===== src/rtl/sat_counter.sv =====
// Up-counter with synchronous clear that sticks at all-ones instead of wrapping.
module sat_counter #(
  parameter int WIDTH = 8
) (
  input  logic             clk,
  input  logic             rst,
  input  logic             clr,
  input  logic             inc,
  output logic [WIDTH-1:0] q
);

  logic [WIDTH-1:0] q_q, q_d;

  always_comb begin
    q_d = q_q;
    if (clr) begin
      q_d = '0;
    end else if (inc && (q_q != {WIDTH{1'b1}})) begin
      q_d = q_q + WIDTH'(1);
    end
  end

  always_ff @(posedge clk or posedge rst) begin
    if (rst) begin
      q_q <= '0;
    end else begin
      q_q <= q_d;
    end
  end

  assign q = q_q;

endmodule


===== config.mk =====
export PLATFORM = sky130hd
export DESIGN_NAME = sat_counter
export DESIGN_NICKNAME = d
export VERILOG_FILES = /design/src/rtl/sat_counter.sv
export SDC_FILE = /design/constraint.sdc
export NUM_CORES = 1
export LEC_CHECK = 0
export CAP_MARGIN = 20
export CELL_PAD_IN_SITES_DETAIL_PLACEMENT = 0
export CELL_PAD_IN_SITES_GLOBAL_PLACEMENT = 1
export CORE_UTILIZATION = 29
export CTS_BUF_LIST = sky130_fd_sc_hd__clkbuf_16
export DETAILED_ROUTE_END_ITERATION = 16
export DONT_BUFFER_PORTS = 1
export GPL_ROUTABILITY_DRIVEN = 0
export PLACE_DENSITY = 0.6
export SLEW_MARGIN = 20
export SYNTH_ARGS = -nofsm -noshare
export SYNTH_HDL_FRONTEND = slang
export SYNTH_SLANG_ARGS = --single-unit

===== constraint.sdc =====
create_clock -name clk -period 1.45 [get_ports clk]
set_input_delay 0.3625 -clock clk [delete_from_list [all_inputs] [get_ports clk]]
set_output_delay 0.3625 -clock clk [all_outputs]
set_load 0.1 [all_outputs]

## Yosys cells after proc, flatten, opt, wreduce, memory -nomap -nowiden

Index checks and enable logic that the tools add are counted.
W data, S select, Z words.

- Bits of input ports: 4
- Word-level logic and storage cells: 7
- Output and inout bits: 8
- Flip-flop bits (word level): 8

- Reduce and logical (&&, ||, !) cells: 2
- Eq/ne operators: 1
- Muxes and demuxes: 2
- $add $sub $neg: 1

Operators with widths:

| operator | count |
|---|---|
| $mux W8 | 2 |
| $add A8 B1 Y8 const B | 1 |
| $ne A8 B8 Y1 const B | 1 |
| $reduce_bool A2 Y1 | 1 |
| $logic_and A1 B1 Y1 | 1 |

## Longest topological paths before layout

- Depth after elaboration: 4
- Mapped depth: 4
- Gate-level depth less buffers: 4

## Worst setup path after synthesis

OpenSTA, ideal clock, no wires.

- Path kind: register to register
- Start: register q_q[0] (netlist: q[0])
- End: register q_q[5] (netlist: q[5])
- Data arrival time: 1966 ps
- Required time: 1325 ps
- Buffers on the path: 0
- Clock period less this slack: 2091 ps
- Cell stages (with the launch flop): 5
- Library setup time: 125 ps
- Path slack: -641 ps
- Path through: dfrtp_1 -> ha_1 -> and3_1 -> a211oi_2 -> mux2_4

- Cells in the longest elaborated chain, start to end: 3

Ends and longest elaborated chain:

| what | line | text |
|---|---|---|
| start, declared | 12 | `logic [WIDTH-1:0] q_q, q_d;` |
| start signal, assigned | 27 | `q_q <= q_d;` |
| $add A8 B1 Y8 or $ne A8 B8 Y1 (tied branches) | 19, 18 |  |
| $mux W8 or $logic_and A1 B1 Y1 (tied branches) | 18 | `end else if (inc && (q_q != {WIDTH{1'b1}})) begin` |
| $mux W8 or $reduce_bool A2 Y1 (tied branches) | -- |  |

Several ways; a longest one is shown, not always the timed one. The select of a mux whose other input is x is not followed.
A chain may end at the register's enable or synchronous reset.

## Final worst setup path

- Start: register q_q[1] (netlist: q[1])
- End: register q_q[5] (netlist: q[5])

The elaborated chain is that of the path after synthesis.

==> flow_summary.ini <==
[placement]
hpwl_um = 944
post-place-ws_ns = -0.0482
place_area_um2 = 642
port_buffers = 0

[clock_tree]
cts_buffers = 3
clk_path_buf_depth = 2
htree_levels = 1
cts_tree = yes
root_buffer = clkbuf_16
clkTransAtPathRegs_ns = 0.04
clock_sinks = 8
post_cts_buffers = 0
clock_latency_ns = 0.23

[setup_path]
required_ns = 1.57
r2r_cells = 4
worstSetupEndpointType = flip-flop
worst_r2r_endpoint = q[5]$_DFFE_PP0P_
startpoint = q[1]$_DFFE_PP0P_
r2r_start = q[1]$_DFFE_PP0P_
crit_path_start_kind = flip-flop
cp_max_fo = 3
path_class = flip-flop to flip-flop
cp.arrival_ns = 1.61
worstSetupEndpoint = q[5]$_DFFE_PP0P_
rrSetupSlack_ns = -0.05

[timing]
setup_tns_ns = -0.0700
setup_violations = 2
rsz0062_at_grt = yes
tightest_slew_ns = 0.325
finalWorstSetupSlack_ns = -0.0475
hold-worst-slack_ns = 0.199
final-hold-violation-count = 0
final_min_period_over_clock_period = 1.03
min_period_ns = 1.50
skew_ns = 0.00397
max_freq_mhz = 668
relSlewSlack = 0.783
drv_slew = 0

[synth]
synthSimpleGateAreaFrac = 0.238
muxShareOfSynthArea = 0.139
avgSynthCellArea_um2 = 10.3
yosys_warnings = 0
synth_top_area_cell = dfrtp_1
synth_fa_ha_area_frac = 0.0248
yosysSeqAreaShare = 0.397
synth.net_count = 54
synthCells = 49
synth_compound_gate_area_share = 0.156
synth-xor-area-share = 0
synth_area_leaders = dfrtp_1 (40%), mux2_4 (12%), nor2b_1 (5.0%), a21oi_2 (3.5%), nand2_1 (3.0%)
syn-cell-area_um2 = 504
synth_cell_types = 25
netlist.area_leader.share = 0.397
synth_top_family_by_area = simple AND/OR/NAND/NOR gates
ys_seq_elements = 8

[pwr]
p_comb_frac = 0.109
seqPwrFrac = 0.305
power.density_nw_per_um2 = 1050
p_leak_nw = 0.329
switchingPower_w = 0.000174
swShare = 0.221
vdd_drop_max_mv = 0.807
intPower_w = 0.000614
clockPowerShare = 0.586

[routing]
ant_nets = 0
drt_iter0_markers = 8
routed_via_density = 5.44
wl_um = 1210
vias = 430
drc = 1
drtPass1Iterations = 10
wl_per_cell_um = 15.3

[finish]
final_cell_mix = buf_4 (10), dfrtp_4 (6)
area_growth_pct = 48.9
largest_reg_flops = 8
final_area_um2 = 751
layout_commonest_cell = buf_4
drive_gt1_frac = 0.540
diodes = 0
fin_nets = 70
fillers = 143

[global_routing]
grt_use_total = 0.158
grt_max_degree = 11
grt-ovfl-total = 0
antenna_found_initial = 0
grt_pass1_vias = 454
grt_pass1_wl_um = 2040

[floorplan]
die_h_um = 43.7
ios = 12
die_area_um2 = 1910
core_um2 = 1560
initial_core_util = 0.323
die_w_um = 43.7
rows = 14

[flow_run]
cap_violations = 0

[run_status]
failed_checks = design-rule violations, negative setup slack
status = finished with violations

[min_path]
min_path_type = input pin to flip-flop
min_from = clr
-- routing by layer --
metal,GRT usage,share of wire,up-vias
met5,0,0,-
met4,0.0750,0.018,0
met3,0.0958,0.086,4
met2,0.251,0.53,13
met1,0.164,0.37,207
li1,-,-,206
-- cells by family (layout without fill, tap and decap cells) --
kind of cell,after synthesis,in the layout
adders and majority gates,1,1
muxes,5,5
and+or+nand+nor,22,22
buffers and inverters,4,18
DFF,8,8
AOI/OAI and AO/OA,9,9
-- Yosys cell counts --
| cell type | instances |
|---|---|
| dfrtp_1 | 8 |
| and4_1 | 1 |
| nor2_1 | 4 |
| a21oi_1 | 2 |
| o311a_1 | 1 |
| nand3_1 | 2 |
| clkbuf_1 | 1 |
| nand4b_1 | 1 |
| o211a_1 | 1 |
| nor2b_1 | 4 |
| nand2_1 | 4 |
| nor3_1 | 1 |
| o21bai_1 | 1 |
| mux2_4 | 4 |
| nand4_1 | 2 |
| and2b_1 | 1 |
| ha_1 | 1 |
| and3_1 | 1 |
| nand2b_1 | 1 |
| a21oi_2 | 2 |
| buf_6 | 1 |
| mux2i_1 | 1 |
| a211oi_2 | 1 |
| inv_1 | 2 |
| a21boi_2 | 1 |
-- area by class of cell --
class | instances | area (um^2) | share of cell area
Multi-Input combinational cell | 37 | 315 | 0.420
Sequential cell | 8 | 225 | 0.300
Timing Repair Buffer | 13 | 108 | 0.143
Clock buffer | 3 | 75.1 | 0.100
Tap cell | 16 | 20.0 | 0.0267
Inverter | 2 | 7.51 | 0.0100
-- worst min-delay path by stage --
stage / depth (start not counted) / to / slack [ns]
floorplan: 1 / q[0]$_DFFE_PP0P_ / 0.18
global placement: 1 / q[3]$_DFFE_PP0P_ / 0.22
detailed placement: 1 / q[3]$_DFFE_PP0P_ / 0.22
CTS: 1 / q[2]$_DFFE_PP0P_ / 0.20
global route: 1 / q[2]$_DFFE_PP0P_ / 0.20
finish: 1 / q[2]$_DFFE_PP0P_ / 0.20
-- power by group through the flow --
| stage | Clock [W] | Combinational (W) | Sequential (W) |
|---|---|---|---|
| floorplan | 0 | 0.0000280 | 0.000285 |
| global placement | 0 | 0.0000808 | 0.000243 |
| detailed placement | 0 | 0.0000833 | 0.000243 |
| CTS | 0.000465 | 0.0000857 | 0.000240 |
| global route | 0.000490 | 0.0000921 | 0.000242 |
| finish | 0.000462 | 0.0000856 | 0.000240 |
-- through the flow --
step	util	total power, W	std cells
floorplan	-	0.000313	49
global placement	0.412	0.000323	75
detailed placement	0.412	0.000327	75
CTS	0.469	0.000791	79
global route	0.482	0.000824	79
finish	0.482	0.000788	79
-- timing repair --
action / 4_1_cts / 5_1_grt
pin swaps: 0 / 1
hold endpoints to repair: 8 / 0
endpoints found under the setup margin: 3 / 3
hold buffers: 1 / 0
resized for setup: 1 / 4
-- critical path, stage by stage, from the launching register on --
cell and delay (ns):
dfrtp_4 0.49, ha_4 0.17, and3_4 0.20, a211oi_4 0.21, mux2_4 0.32
(Power assumes the default switching activity.)
